**config.mk**
```make
export PLATFORM = sky130hd
export DESIGN_NAME = lsu_align_flat
export DESIGN_NICKNAME = d
export VERILOG_FILES = /design/src/rtl/lsu_align_if.sv /design/src/rtl/lsu_align.sv /design/src/flat_wrapper.sv
export SDC_FILE = /design/constraint.sdc
export NUM_CORES = 1
export LEC_CHECK = 0
export BUFFER_PORTS_ARGS = -buffer_cell sky130_fd_sc_hd__buf_2
export CAP_MARGIN = 20
export CORE_MARGIN = 2
export CORE_UTILIZATION = 50
export CTS_BUF_LIST = sky130_fd_sc_hd__clkbuf_4
export DETAILED_ROUTE_END_ITERATION = 8
export PLACE_DENSITY = 0.81
export SYNTH_ARGS = -nofsm -noshare
export SYNTH_HDL_FRONTEND = slang
export SYNTH_SLANG_ARGS = --single-unit
```
**constraint.sdc**
```tcl
create_clock -name clk -period 2.3 [get_ports clk]
set_input_delay 0.345 -clock clk [delete_from_list [all_inputs] [get_ports clk]]
set_output_delay 0.345 -clock clk [all_outputs]
set_load 0.01 [all_outputs]
```
**src/rtl/lsu_align_if.sv**
```systemverilog
// Core-side request/response and word-memory signals of the load/store aligner.
// The aligner connects through the slave modport; the core/memory side uses master.
interface lsu_align_if;
    logic        req_valid;
    logic        req_ready;
    logic        req_we;
    logic [2:0]  req_funct3;
    logic [31:0] req_addr;
    logic [31:0] req_wdata;
    logic        rsp_valid;
    logic [31:0] rsp_rdata;
    logic        rsp_err;
    logic        mem_we;
    logic [31:0] mem_a;
    logic [31:0] mem_wd;
    logic [3:0]  mem_wm;
    logic [31:0] mem_rd;

    modport slave (
        input  req_valid, req_we, req_funct3, req_addr, req_wdata, mem_rd,
        output req_ready, rsp_valid, rsp_rdata, rsp_err,
        output mem_we, mem_a, mem_wd, mem_wm
    );

    modport master (
        output req_valid, req_we, req_funct3, req_addr, req_wdata, mem_rd,
        input  req_ready, rsp_valid, rsp_rdata, rsp_err,
        input  mem_we, mem_a, mem_wd, mem_wm
    );
endinterface

```
**src/rtl/lsu_align.sv**
```systemverilog
// Load/store aligner: one request in flight, byte-lane store steering, sign/zero-extended loads.
// Optional macro LSU_MISALIGN_TRAP_EN: misaligned or illegal-width requests skip memory and return rsp_err.
module lsu_align #(
    parameter int RD_LATENCY = 1
) (
    input logic        clk,
    input logic        reset,
    lsu_align_if.slave bus
);
    typedef enum logic [1:0] {IDLE, ISSUE, WAIT, RESP} state_t;

    localparam logic [1:0] SZ_B      = 2'd0;
    localparam logic [1:0] SZ_H      = 2'd1;
    localparam logic [1:0] SZ_W      = 2'd2;
    localparam logic [1:0] WAIT_LAST = 2'(RD_LATENCY - 1);

    state_t      state;
    state_t      state_nxt;
    logic        we_q;
    logic [2:0]  f3_q;
    logic [31:0] addr_q;
    logic [31:0] wdata_q;
    logic        err_q;
    logic [1:0]  wcnt;
    logic [31:0] rdata_q;
    logic        rerr_q;
    logic        trap_hit;
    logic [1:0]  sz_q;

    // Unknown store widths collapse to word; loads decode on funct3[1:0] with funct3[2] as unsigned.
    function automatic logic [1:0] size_of(input logic we, input logic [2:0] f3);
        logic [1:0] sz;
        sz = SZ_W;
        if (we) begin
            if (f3 == 3'b000)      sz = SZ_B;
            else if (f3 == 3'b001) sz = SZ_H;
        end else begin
            if (f3[1:0] == 2'b00)      sz = SZ_B;
            else if (f3[1:0] == 2'b01) sz = SZ_H;
        end
        return sz;
    endfunction

    function automatic logic [31:0] extract(input logic [2:0] f3, input logic [1:0] lane,
                                            input logic [31:0] word);
        logic [7:0]  b;
        logic [15:0] h;
        logic [31:0] r;
        case (lane)
            2'd0:    b = word[7:0];
            2'd1:    b = word[15:8];
            2'd2:    b = word[23:16];
            default: b = word[31:24];
        endcase
        h = lane[1] ? word[31:16] : word[15:0];
        case (size_of(1'b0, f3))
            SZ_B:    r = f3[2] ? {24'b0, b} : {{24{b[7]}}, b};
            SZ_H:    r = f3[2] ? {16'b0, h} : {{16{h[15]}}, h};
            default: r = word;
        endcase
        return r;
    endfunction

`ifdef LSU_MISALIGN_TRAP_EN
    function automatic logic is_trap(input logic we, input logic [2:0] f3, input logic [1:0] lo);
        logic       illegal;
        logic [1:0] sz;
        illegal = we ? (f3 > 3'b010) : ((f3 == 3'b011) || (f3[2:1] == 2'b11));
        sz      = size_of(we, f3);
        return illegal || ((sz == SZ_H) && lo[0]) || ((sz == SZ_W) && (lo != 2'b00));
    endfunction

    assign trap_hit = is_trap(bus.req_we, bus.req_funct3, bus.req_addr[1:0]);
`else
    assign trap_hit = 1'b0;
`endif

    assign sz_q = size_of(we_q, f3_q);

    always_ff @(posedge clk) begin
        if (reset) state <= IDLE;
        else       state <= state_nxt;
    end

    // A trapped request still spends its issue slot (with memory suppressed) so that
    // errors report with the same two-cycle latency as stores.
    always_comb begin
        state_nxt = state;
        case (state)
            IDLE:    if (bus.req_valid) state_nxt = ISSUE;
            ISSUE:   state_nxt = (we_q || err_q) ? RESP : WAIT;
            WAIT:    if (wcnt == WAIT_LAST) state_nxt = RESP;
            RESP:    state_nxt = IDLE;
            default: state_nxt = IDLE;
        endcase
    end

    always_comb begin
        bus.req_ready = 1'b0;
        bus.rsp_valid = 1'b0;
        bus.mem_we    = 1'b0;
        bus.mem_a     = '0;
        bus.mem_wd    = '0;
        bus.mem_wm    = '0;
        if (!reset) begin
            bus.req_ready = (state == IDLE);
            bus.rsp_valid = (state == RESP);
            if (((state == ISSUE) || (state == WAIT)) && !err_q)
                bus.mem_a = addr_q;
            if ((state == ISSUE) && we_q && !err_q) begin
                bus.mem_we = 1'b1;
                case (sz_q)
                    SZ_B: begin
                        bus.mem_wm = 4'b0001 << addr_q[1:0];
                        bus.mem_wd = {4{wdata_q[7:0]}};
                    end
                    SZ_H: begin
                        bus.mem_wm = addr_q[1] ? 4'b1100 : 4'b0011;
                        bus.mem_wd = {2{wdata_q[15:0]}};
                    end
                    default: begin
                        bus.mem_wm = 4'b1111;
                        bus.mem_wd = wdata_q;
                    end
                endcase
            end
        end
    end

    assign bus.rsp_rdata = rdata_q;
    assign bus.rsp_err   = rerr_q;

    // Response registers only change on the edge that enters RESP, so they hold between responses.
    always_ff @(posedge clk) begin
        if (reset) begin
            we_q    <= 1'b0;
            f3_q    <= '0;
            addr_q  <= '0;
            wdata_q <= '0;
            err_q   <= 1'b0;
            wcnt    <= '0;
            rdata_q <= '0;
            rerr_q  <= 1'b0;
        end else begin
            if ((state == IDLE) && bus.req_valid) begin
                we_q    <= bus.req_we;
                f3_q    <= bus.req_funct3;
                addr_q  <= bus.req_addr;
                wdata_q <= bus.req_wdata;
                err_q   <= trap_hit;
            end
            if (state == ISSUE)     wcnt <= '0;
            else if (state == WAIT) wcnt <= wcnt + 2'd1;
            if ((state == ISSUE) && (we_q || err_q)) begin
                rdata_q <= '0;
                rerr_q  <= err_q;
            end
            if ((state == WAIT) && (wcnt == WAIT_LAST)) begin
                rdata_q <= extract(f3_q, addr_q[1:0], bus.mem_rd);
                rerr_q  <= 1'b0;
            end
        end
    end
endmodule
```
**src/flat_wrapper.sv**
```systemverilog
// flat-port wrapper written by rule: the top's interface ports become plain ports
module lsu_align_flat 
#(
    parameter int RD_LATENCY = 1
)
  (clk, reset, bus_req_valid, bus_req_we, bus_req_funct3, bus_req_addr, bus_req_wdata, bus_mem_rd, bus_req_ready, bus_rsp_valid, bus_rsp_rdata, bus_rsp_err, bus_mem_we, bus_mem_a, bus_mem_wd, bus_mem_wm);
  lsu_align_if bus_i ();
  input logic clk;
  input logic reset;
  input wire logic [$bits(bus_i.req_valid)-1:0] bus_req_valid;
  input wire logic [$bits(bus_i.req_we)-1:0] bus_req_we;
  input wire logic [$bits(bus_i.req_funct3)-1:0] bus_req_funct3;
  input wire logic [$bits(bus_i.req_addr)-1:0] bus_req_addr;
  input wire logic [$bits(bus_i.req_wdata)-1:0] bus_req_wdata;
  input wire logic [$bits(bus_i.mem_rd)-1:0] bus_mem_rd;
  output wire logic [$bits(bus_i.req_ready)-1:0] bus_req_ready;
  output wire logic [$bits(bus_i.rsp_valid)-1:0] bus_rsp_valid;
  output wire logic [$bits(bus_i.rsp_rdata)-1:0] bus_rsp_rdata;
  output wire logic [$bits(bus_i.rsp_err)-1:0] bus_rsp_err;
  output wire logic [$bits(bus_i.mem_we)-1:0] bus_mem_we;
  output wire logic [$bits(bus_i.mem_a)-1:0] bus_mem_a;
  output wire logic [$bits(bus_i.mem_wd)-1:0] bus_mem_wd;
  output wire logic [$bits(bus_i.mem_wm)-1:0] bus_mem_wm;
  assign bus_i.req_valid = bus_req_valid;
  assign bus_i.req_we = bus_req_we;
  assign bus_i.req_funct3 = bus_req_funct3;
  assign bus_i.req_addr = bus_req_addr;
  assign bus_i.req_wdata = bus_req_wdata;
  assign bus_i.mem_rd = bus_mem_rd;
  assign bus_req_ready = bus_i.req_ready;
  assign bus_rsp_valid = bus_i.rsp_valid;
  assign bus_rsp_rdata = bus_i.rsp_rdata;
  assign bus_rsp_err = bus_i.rsp_err;
  assign bus_mem_we = bus_i.mem_we;
  assign bus_mem_a = bus_i.mem_a;
  assign bus_mem_wd = bus_i.mem_wd;
  assign bus_mem_wm = bus_i.mem_wm;
  lsu_align #(.RD_LATENCY(RD_LATENCY)) u_core (.clk(clk), .reset(reset), .bus(bus_i));
endmodule
```
## Yosys cells after proc, flatten, opt, wreduce, memory -nomap -nowiden

Cells that the tools add are included.

| storage, ports and cells | value |
|---|---|
| flip-flop bits (word level) | 104 |
| bits of input ports | 103 |
| output and inout port bits | 104 |
| word-level logic and storage cells | 65 |

| operators by class | value |
|---|---|
| $add $sub $neg | 1 |
| equal/unequal tests | 11 |
| shift operators | 1 |
| multiplexer cells | 31 |
| reduce and logical (&&, ||, !) cells | 14 |

Operators by type and width:

| kind | count |
|---|---|
| 32-bit two-way mux | 8 |
| 32-bit case mux with 2 select lines | 2 |
| 8-bit case mux with 3 select lines | 1 |
| 2-bit two-way mux | 9 |
| 16-bit two-way mux | 1 |
| 2-bit logical NOT | 6 |
| 4-bit two-way mux | 3 |
| 2-bit by 1-bit == test with 1-bit output, second input constant | 5 |
| 2-bit case mux with 4 select lines | 1 |
| 4-bit case mux with 2 select lines | 1 |
| 2-bit == test, second input constant | 3 |
| 1-bit two-way mux | 5 |
| 1-bit by 2-bit left shift with 4-bit output, first input constant | 1 |
| 3-bit by 1-bit == test with 1-bit output, second input constant | 1 |
| 1-bit logical AND | 3 |
| 3-bit logical NOT | 1 |
| 2-bit by 1-bit adder with 2-bit output, second input constant | 1 |
| 2-bit by 1-bit inequality test with 1-bit output, second input constant | 1 |
| 2-bit inequality test, second input constant | 1 |
| 2-bit AND reduction | 1 |
| 2-bit nonzero test | 1 |
| 2-bit OR reduction | 1 |
| 1-bit logical OR | 1 |

## Depth between registers and ports, before layout

Gate-level depths: netlist of run 1.

| depth | value |
|---|---|
| depth after elaboration | 8 |
| depth in mapped cells | 8 |
| mapped depth without buffers | 6 |

## Least setup slack after synthesis of run 1

Ideal clock, no wire load.

| timing path | value |
|---|---|
| kind | register to output |
| start point | register u_core.state[1] |
| end point | output bus_mem_wd[17] |
| arrival time | 1.554 ns |
| data required time | 1.955 ns |
| path slack | 0.401 ns |
| stages on the path, launching flop included | 8 |
| buffers on the path | 2 |
| cell sequence | dfxtp_1 -> inv_1 -> ha_1 -> nand2_1 -> or2_2 -> buf_2 -> buf_1 -> a21oi_1 |

| between the ends | value |
|---|---|
| word-level cells in the longest chain between the ends | 4 |

RTL lines:

| what | line | source |
|---|---|---|
| start, declared | lsu_align.sv:17 | `state_t state;` |
| start signal, assigned | lsu_align.sv:82 | `else state <= state_nxt;` |
| 2-bit by 1-bit == test with 1-bit output | lsu_align.sv:110 | `if ((state == ISSUE) && we_q && !err_q) begin` |
| 1-bit logical AND | lsu_align.sv:110 |  |
| 32-bit two-way mux | lsu_align.sv:110 |  |
| 32-bit two-way mux | lsu_align.sv:105 | `if (!reset) begin` |
| end, declared | flat_wrapper.sv:22 | `output wire logic [$bits(bus_i.mem_wd)-1:0] bus_mem_wd;` |

No other way between the ends.

## Final worst setup path of run 1

| timing path | value |
|---|---|
| start point | register u_core.state[0] |
| end point | output bus_mem_a[11] |

| between the ends | value |
|---|---|
| word-level cells in the longest chain between the ends | 4 |
| elaborated cells between the ends (all ways) | 5 |
| those cells by class | eq/ne: 2; mux: 2; reduce/logical: 1 |

RTL lines:

| what | line | source |
|---|---|---|
| 2-bit by 1-bit == test with 1-bit output / 2-bit == test (equally long branches) | lsu_align.sv:108 | `if (((state == ISSUE) \|\| (state == WAIT)) && !err_q)` |
| 1-bit logical OR * | lsu_align.sv:108 |  |
| 32-bit two-way mux * | lsu_align.sv:108 |  |
| 32-bit two-way mux * | lsu_align.sv:105 |  |
| end, declared | flat_wrapper.sv:21 | `output wire logic [$bits(bus_i.mem_a)-1:0] bus_mem_a;` |

Mark *: on every way between the ends. The rest lies on a longest branch, timed or not.

==> results.tsv, run 1 <==
metric	value	unit
antenna violations before repair	3	
Synth Instances	678	
status	finished clean	
VDD IR max	485	µV
skew final	0.0155	ns
count leader, synth	nand2_1	
crit share post-route	98.8	%
max_cap viols	0	
Placed Cells	980	
PnR worst setup slack	0.0281	ns
Max Freq	440	MHz
Final Hold Fails	0	
Clock transition at path regs	0.15	ns
top_reg_cell synth	dfxtp_1	
Top Ports	207	
GR Overflow Total	0	
Syn Area/Cell	7.48	µm²
CTS tree	yes	
Num CTS Buffers	9	
Seq/Total Area, Yosys	41.0	%
largest net degree at the start of global routing	58	
Max clock buf depth	2	
Final Critical Period	2.27	ns
routed vias	5505	
DRC	0	
Async S/R FF share, synth	0	%
row count	36	
Hold Buf Count CTS	0	
layout cells sized above 1	34.6	%
CTS root buffer	clkbuf_4	
Worst-Margin Slew	0.593	ns
DIE HEIGHT	105	µm
routed wire length	16100	µm
worst rel slew slack	60.4	%
worst slack at placement	0.136	ns
Initial DRC Count	421	
Worst Setup Path Type	flop to output port	
#FFs+latches synth	104	
die area	11000	µm²
core area	9820	µm²
Hold WS	0.123	ns
number of port buffers	205	
Final Max Slew Viols	0	
crit start category	flop	
biggest area consumer among synthesized cells	dfxtp_1	
Final setup viols	0	
leakage power total	0.00303	µW
Synth Cell Area	5070	µm²
WP data required	1.96	ns
yosys warns	0	
worst skew pair latency	0.44	ns
syn nets	787	
RePlAce Congestion	0.898	
Vias/cell	5.46	
RSZ-0062 raised after global routing	true	
final cell count without fillers	1008	
final HPWL from detailed placement	11300	µm
CP peak stage delay	0.41	ns
router iterations before antenna repair	7	
final core utilization	67.3	%
starting density of the core	51.7	%
die width	105	µm
top cells by area, synth	dfxtp_1, nand2_1, a21oi_1	
vias in the first global route	5249	
library cells used by synthesis	44	
H-tree depth	3	
Hold/Removal Path Class	input pin to flop	
Final nets	979	
Area Growth Syn to Fin	30.3	%
post-synth top area share	41.0	%
CP max FO	8	
power per cell area	903	nW/µm²
CP max-delay cell	dfxtp_4	
first-pass GRT wire length	25100	µm
# fillers	864	
cell chain of the critical path	inv_4, ha_4, nor2b_4, clkbuf_16, and2_1, buf_2	
Final ANT Viol Nets	0	
endpoint class of the critical path	output port	
Post-synth EDFFs	0	
synth cell count leaders	nand2_1, a21oi_1, dfxtp_1, and2_1, clkbuf_1	
clk sinks	104	
Routed WL per cell	16.0	µm
Tot GR Track Use	28.0	%
CP arrival	1.93	ns
cells in the final DEF (no fill, tap or decap), types with 3 or more instances in the layout:
| cell | count |
|---|---|
| buf_12 | 3 |
| dfxtp_1 | 100 |
| o31ai_1 | 6 |
| mux2_2 | 7 |
| nor3_1 | 9 |
| a221oi_1 | 3 |
| a21oi_1 | 114 |
| nand2_1 | 193 |
| buf_4 | 22 |
| buf_6 | 7 |
| ha_1 | 4 |
| o21a_1 | 6 |
| o21ai_2 | 10 |
| and2_4 | 4 |
| mux2i_1 | 12 |
| a22o_1 | 9 |
| and2_1 | 36 |
| o21ai_0 | 17 |
| clkbuf_4 | 9 |
| buf_2 | 201 |
| inv_1 | 13 |
| a211oi_1 | 5 |
| or2_4 | 3 |
| nor2_1 | 19 |
| a21oi_2 | 6 |
| nor2b_1 | 4 |
| a311oi_1 | 6 |
| clkinv_1 | 4 |
| a211oi_2 | 4 |
sequential cells by signal (all words and copies together), names as in the netlist:
signal,count
u_core.addr_q,32
u_core.bus.rsp_rdata,32
u_core.f3_q,3
u_core.state,2
u_core.wcnt,2
u_core.wdata_q,32
u_core.we_q,1
metrics by stage:
stage / total power (µW) / cell area [µm²] / setup TNS (ns)
CTS: 5660 / 6380 / 0
global placement: 4650 / 6210 / 0
global route: 6360 / 6610 / -1.01
floorplan: 3960 / 5070 / 0
finish: 5970 / 6610 / 0
detailed placement: 4740 / 6210 / 0
path summary, 6_finish.rpt:
kind	startpoint	to	depth (start not counted)	slack [ns]
worst min-delay path	bus_req_addr[26]	u_core.addr_q[26]	3	0.12
worst min register to register	u_core.bus.rsp_rdata[3]	u_core.bus.rsp_rdata[3]	2	0.46
worst max register to register	u_core.state[0]	u_core.bus.rsp_rdata[17]	7	0.40
worst max-delay path	u_core.state[0]	bus_mem_a[11]	6	0.03
cell type report:
cell class	count	area (µm²)	share of cell area, %
antenna	1	2.50	0.0378
clock buffer	9	67.6	1.02
clock inverter	6	51.3	0.776
inverter	17	73.8	1.12
multi-input combinational	503	2800	42.3
sequential	104	2090	31.6
tap	133	166	2.52
timing repair buffer	235	1360	20.6
power breakdown:
group          total (µW)  internal, µW  switching, µW
clock network         883           313            570
registers            2450          2180            279
logic                2630          1100           1530
logic make-up after synthesis:
family                     share of synthesized area [%]
AOI/OAI and AO/OA                                   23.4
muxes                                               3.92
other                                             0.0739
adders and majority gates                           1.48
xor gates and xnor gates                           0.173
DFF                                                 41.0
and+or+nand+nor                                     23.7
buffers and inverters                               6.24
worst max-delay path, delay by kind of cell, from the launching register on:
kind	cells	cell delay, ns
buffers and inverters	3	0.38
and+or+nand+nor	2	0.43
DFF	1	0.41
adders and majority gates	1	0.26
layer usage:
metal  wire length (µm)  GRT usage [%]  up-vias  part of all wire (%)
met4                535           14.1        2                   3.3
li1                   -              -     2656                     -
met2               7740           46.1      300                    48
met5                 11              0        -                 0.068
met1               6370           34.1     2499                    40
met3               1450           6.74       48                   9.0
timing repair:
item	4_1_cts	5_1_grt
pin swaps	1	4
endpoints found under the setup margin	69	58
gates resized for setup	13	32
setup buffers	0	7
cloned	2	3
(Power assumes the default switching activity.)
==> inputs of run 2 (changes only) <==
Settings changed: CELL_PAD_IN_SITES_DETAIL_PLACEMENT from default to 1, CELL_PAD_IN_SITES_GLOBAL_PLACEMENT from default to 1, CORE_UTILIZATION 50 to 35, GPL_TIMING_DRIVEN from default to 0, PLACE_DENSITY 0.81 to 0.82.
==> results.tsv, run 2 (same netlist as run 1, synthesis figures left out) <==
metric	value	unit	change
Area Growth Syn to Fin	45.7	%	was 30.3%
final HPWL from detailed placement	14300	µm	was 11300 µm
WP data required	1.96	ns	about the same
core area	14400	µm²	was 9820 µm²
worst rel slew slack	63.6	%	was 60.4%
RSZ-0062 raised after global routing	true		unchanged
worst reg-to-reg path cell count	9		was 7
VDD IR max	365	µV	was 485 µV
Worst-Margin Slew	0.547	ns	was 0.593 ns
layout cells sized above 1	38.9	%	was 34.6%
Final Max Slew Viols	0		unchanged
H-tree depth	3		unchanged
routed wire length	20300	µm	was 16100 µm
Reg2Reg Capture Point	u_core.bus.rsp_rdata[14]		was u_core.bus.rsp_rdata[17]
CTS tree	yes		unchanged
crit start category	flop		unchanged
reg2reg start	u_core.state[0]		unchanged
GR peak layer	met2		unchanged
Final nets	1017		was 979
number of port buffers	204		was 205
worst slack at placement	-0.00943	ns	was 0.136 ns
max_cap viols	0		unchanged
skew final	0.0222	ns	was 0.0155 ns
hold path startpoint	bus_req_wdata[21]		was bus_req_addr[26]
failing checks	setup timing		
Final Critical Period	2.38	ns	was 2.27 ns
most frequent cells in the layout	nand2_1, buf_2, a21oi_1		was buf_2, nand2_1, a21oi_1
power per cell area	886	nW/µm²	was 903 nW/µm²
worst skew pair latency	0.52	ns	was 0.44 ns
Routed WL per cell	18.4	µm	was 16.0 µm
largest net degree at the start of global routing	19		was 58
Num CTS Buffers	9		unchanged
die width	124	µm	was 105 µm
WHS Path Cells	3		unchanged
dpl cell area	6320	µm²	was 6210 µm²
commonest non-fill, non-tap cell in the layout	nand2_1		was buf_2
met2 GRT Util	40.1	%	was 46.1%
endpoint class of the critical path	output port		unchanged
leakage power total	0.00321	µW	was 0.00303 µW
clk sinks	104		unchanged
CP arrival	2.03	ns	was 1.93 ns
DRC	0		unchanged
GRT met1 Usage	32.3	%	was 34.1%
Hold Buf Count CTS	0		unchanged
vias in the first global route	5693		was 5249
Clock transition at path regs	0.19	ns	was 0.15 ns
starting density of the core	35.3	%	was 51.7%
CP max FO	6		was 8
GR Overflow Total	0		unchanged
Final setup viols	55		was 0
Top Ports	207		unchanged
final cell count without fillers	1102		was 1008
die area	15500	µm²	was 11000 µm²
Initial DRC Count	369		was 421
Worst Setup Path Type	flop to output port		unchanged
Hold/Removal Path Class	input pin to flop		unchanged
post-route cell area	7390	µm²	was 6610 µm²
first-pass GRT wire length	30700	µm	was 25100 µm
row count	44		was 36
status	complete, but fails checks		was finished clean
Reg2Reg Setup Slack	0.21	ns	was 0.40 ns
Placed Cells	1066		was 980
met3 Track Usage GR	6.44	%	was 6.74%
RePlAce Congestion	0.845		was 0.898
WHS Endpoint	u_core.wdata_q[21]		was u_core.addr_q[26]
Vias/cell	5.19		was 5.46
CTS root buffer	clkbuf_4		unchanged
router iterations before antenna repair	4		was 7
DIE HEIGHT	124	µm	was 105 µm
crit share post-route	103	%	was 98.8%
routed vias	5716		was 5505
Final ANT Viol Nets	0		unchanged
antenna violations before repair	6		was 3
Tot GR Track Use	24.8	%	was 28.0%
PnR worst setup slack	-0.0795	ns	was 0.0281 ns
Final Hold Fails	0		unchanged
Max clock buf depth	2		unchanged
Max Freq	420	MHz	was 440 MHz
run 2: metrics by stage:
step                utilization, %  hold WS (ns)  power [µW]   TNS, ns
CTS                           48.9        0.0227        6270     -2.35
detailed placement            44.0         0.439        4810  -0.00943
global route                  51.4        0.0255        6970     -6.34
global placement              44.0         0.430        4740   -0.0156
floorplan                        -         0.432        3960         0
finish                        51.4        0.0339        6550     -1.93
run 2: worst max-delay path: stages, from the launching register on:
cell	delay, ns
dfxtp_2	0.37
inv_4	0.07
ha_4	0.14
nand2_4	0.06
or2_4	0.28
buf_12	0.15
clkbuf_16	0.17
a21oi_4	0.15
buf_6	0.12
run 2: power by group:
group	leakage [µW]	internal [µW]	switching [µW]
clock network	0.0000803	344	697
logic	0.00228	1290	1770
registers	0.000851	2170	278
total	0.00321	3800	2740
run 2: per-layer routing:
| layer | vias to the layer above | routed length, µm | share of wire (%) |
|---|---|---|---|
| li1 | 2733 | - | - |
| met1 | 2729 | 8560 | 42 |
| met2 | 208 | 9590 | 47 |
| met3 | 42 | 1450 | 7.2 |
| met4 | 4 | 642 | 3.2 |
| met5 | - | 24 | 0.12 |
run 2: what timing repair did:
action,CTS,global route
pin swaps,18,16
buffers inserted,7,4
setup endpoints to repair,69,68
endpoints found under the hold margin,0,0
resized for setup,124,61
gates cloned,3,2
run 2: cell type report:
cell class	count	area (µm²)
Clock inverter	7	76.3
Timing Repair Buffer	220	1470
Tap cell	184	230
Sequential cell	104	2090
Buffer	55	354
Clock buffer	9	67.6
Multi-Input combinational cell	501	3020
Antenna cell	5	12.5
Fill cell	1822	6980
Inverter	17	72.6
run 2: how the worst max path moves through the flow:
stage / cells past startpoint / slack, ns / end / from
final: 8 / -0.08 / bus_mem_wd[16] / u_core.state[1]
after floorplan: 7 / 0.40 / bus_mem_wd[17] / u_core.state[1]
after CTS: 7 / -0.07 / bus_mem_wd[0] / u_core.state[1]
after global placement: 8 / -0.007 / bus_mem_wd[15] / u_core.state[1]
after global routing: 8 / -0.15 / bus_mem_wd[16] / u_core.state[1]
after detailed placement: 8 / -0.009 / bus_mem_wd[15] / u_core.state[1]
==> inputs of run 3 (changes only) <==
Settings changed: CORE_MARGIN 2 to default.
==> results.tsv, run 3 (same netlist as run 1, synthesis figures left out) <==
metric	value	unit	change
Initial DRC Count	246		was 369
Setup TNS Final	-1.72	ns	was -1.93 ns
max_cap viols	0		unchanged
clk sinks	104		unchanged
largest net degree at the start of global routing	17		was 19
worst skew pair latency	0.50	ns	was 0.52 ns
dpl cell area	6320	µm²	about the same
RSZ-0062 raised after global routing	true		unchanged
worst rel slew slack	60.5	%	was 63.6%
core area	14000	µm²	was 14400 µm²
H-tree depth	3		unchanged
GR Overflow Total	0		unchanged
Routed WL per cell	18.4	µm	about the same
GR peak layer	met2		unchanged
layout cells sized above 1	39.0	%	was 38.9%
Final ANT Viol Nets	0		unchanged
die width	122	µm	was 124 µm
commonest non-fill, non-tap cell in the layout	nand2_1		unchanged
met2 GRT Util	43.4	%	was 40.1%
antenna violations before repair	3		was 6
VDD IR max	470	µV	was 365 µV
Worst Setup Path Type	flop to output port		unchanged
die area	15000	µm²	was 15500 µm²
Worst-Margin Slew	0.593	ns	was 0.547 ns
Placed Cells	1062		was 1066
Max clock buf depth	2		unchanged
final HPWL from detailed placement	14300	µm	about the same
Max Freq	419	MHz	was 420 MHz
failing checks	setup timing		unchanged
RePlAce Congestion	0.854		was 0.845
endpoint class of the critical path	output port		unchanged
routed vias	5705		was 5716
Vias/cell	5.20		was 5.19
WP data required	1.96	ns	about the same
crit share post-route	104	%	was 103%
vias in the first global route	5504		was 5693
skew final	0.0174	ns	was 0.0222 ns
starting density of the core	36.3	%	was 35.3%
Final Hold Fails	0		unchanged
power per cell area	866	nW/µm²	was 886 nW/µm²
# fillers	1794		was 1822
PnR worst setup slack	-0.0858	ns	was -0.0795 ns
Area Growth Syn to Fin	45.5	%	was 45.7%
most frequent cells in the layout	nand2_1, buf_2, a21oi_1		unchanged
Final setup viols	55		unchanged
Final Max Slew Viols	0		unchanged
Hold WS	0.0560	ns	was 0.0339 ns
met3 Track Usage GR	8.60	%	was 6.44%
GRT met1 Usage	29.8	%	was 32.3%
Final Critical Period	2.39	ns	was 2.38 ns
Tot GR Track Use	25.5	%	was 24.8%
Top Ports	207		unchanged
CTS root buffer	clkbuf_4		unchanged
Hold Buf Count CTS	0		unchanged
final cell count without fillers	1097		was 1102
Hold/Removal Path Class	input pin to flop		unchanged
post-route cell area	7380	µm²	was 7390 µm²
number of port buffers	204		unchanged
crit start category	flop		unchanged
router iterations before antenna repair	4		unchanged
DIE HEIGHT	122	µm	was 124 µm
Final nets	1021		was 1017
Num CTS Buffers	9		unchanged
first-pass GRT wire length	28800	µm	was 30700 µm
CP max FO	10		was 6
DRC	0		unchanged
CTS tree	yes		unchanged
row count	43		was 44
worst slack at placement	-0.0398	ns	was -0.00943 ns
Clock transition at path regs	0.16	ns	was 0.19 ns
routed wire length	20200	µm	was 20300 µm
status	complete, but fails checks		unchanged
CP arrival	2.04	ns	was 2.03 ns
leakage power total	0.00320	µW	was 0.00321 µW
==> run 3: metrics by stage <==
step | power, µW | util, %
CTS | 5910 | 48.2
detailed placement | 4810 | 45.2
finish | 6400 | 52.8
global route | 6830 | 52.8
global placement | 4740 | 45.2
floorplan | 3960 | -
==> run 3: final cells by class <==
class                   instances  area (µm²)  share of cell area [%]
well taps                     180         225                    3.05
repair buffers                223        1520                    20.6
clock inverters                 6        37.5                   0.508
plain buffers                  55         339                    4.59
diodes                          1        2.50                  0.0339
inverters                      17        76.3                    1.03
flip-flops and latches        104        2090                    28.4
repair inverters                1        7.51                   0.102
multi-input cells             501        3010                    40.8
clock buffers                   9        67.6                   0.915
==> run 3: critical path: stages (launching register included) <==
cell and delay (ns):
dfxtp_4 0.39, inv_6 0.07, ha_4 0.15, nand2_4 0.06
or2_4 0.29, buf_12 0.16, buf_8 0.15, a21oi_1 0.13
buf_2 0.15
==> run 3: where the power goes <==
group          internal (µW)  switching, µW  total (µW)
combinational           1330           1770        3100
clock                    211            630         841
sequential              2180            277        2450
total                   3720           2680        6400
==> run 3: what timing repair did <==
action | CTS | global route
pin swaps | 2 | 34
endpoints found under the setup margin | 69 | 66
resized for setup | 78 | 101
gates cloned | 0 | 6
setup buffers | 6 | 9
hold endpoints to repair | 0 | 0
==> run 3: final timing paths <==
check	startpoint	endpoint	slack, ns	depth (start not counted)
setup / recovery	u_core.state[1]	bus_mem_wd[23]	-0.09	8
hold / removal	bus_req_wdata[4]	u_core.wdata_q[4]	0.06	3
setup reg to reg	u_core.state[0]	u_core.bus.rsp_rdata[2]	0.08	7
hold reg to reg	u_core.bus.rsp_rdata[3]	u_core.bus.rsp_rdata[3]	0.46	2
==> run 3: metal layers <==
| metal | up-vias | routed length, µm |
|---|---|---|
| li1 | 2729 | - |
| met1 | 2729 | 8090 |
| met2 | 205 | 10000 |
| met3 | 38 | 1590 |
| met4 | 4 | 519 |
| met5 | - | 20 |
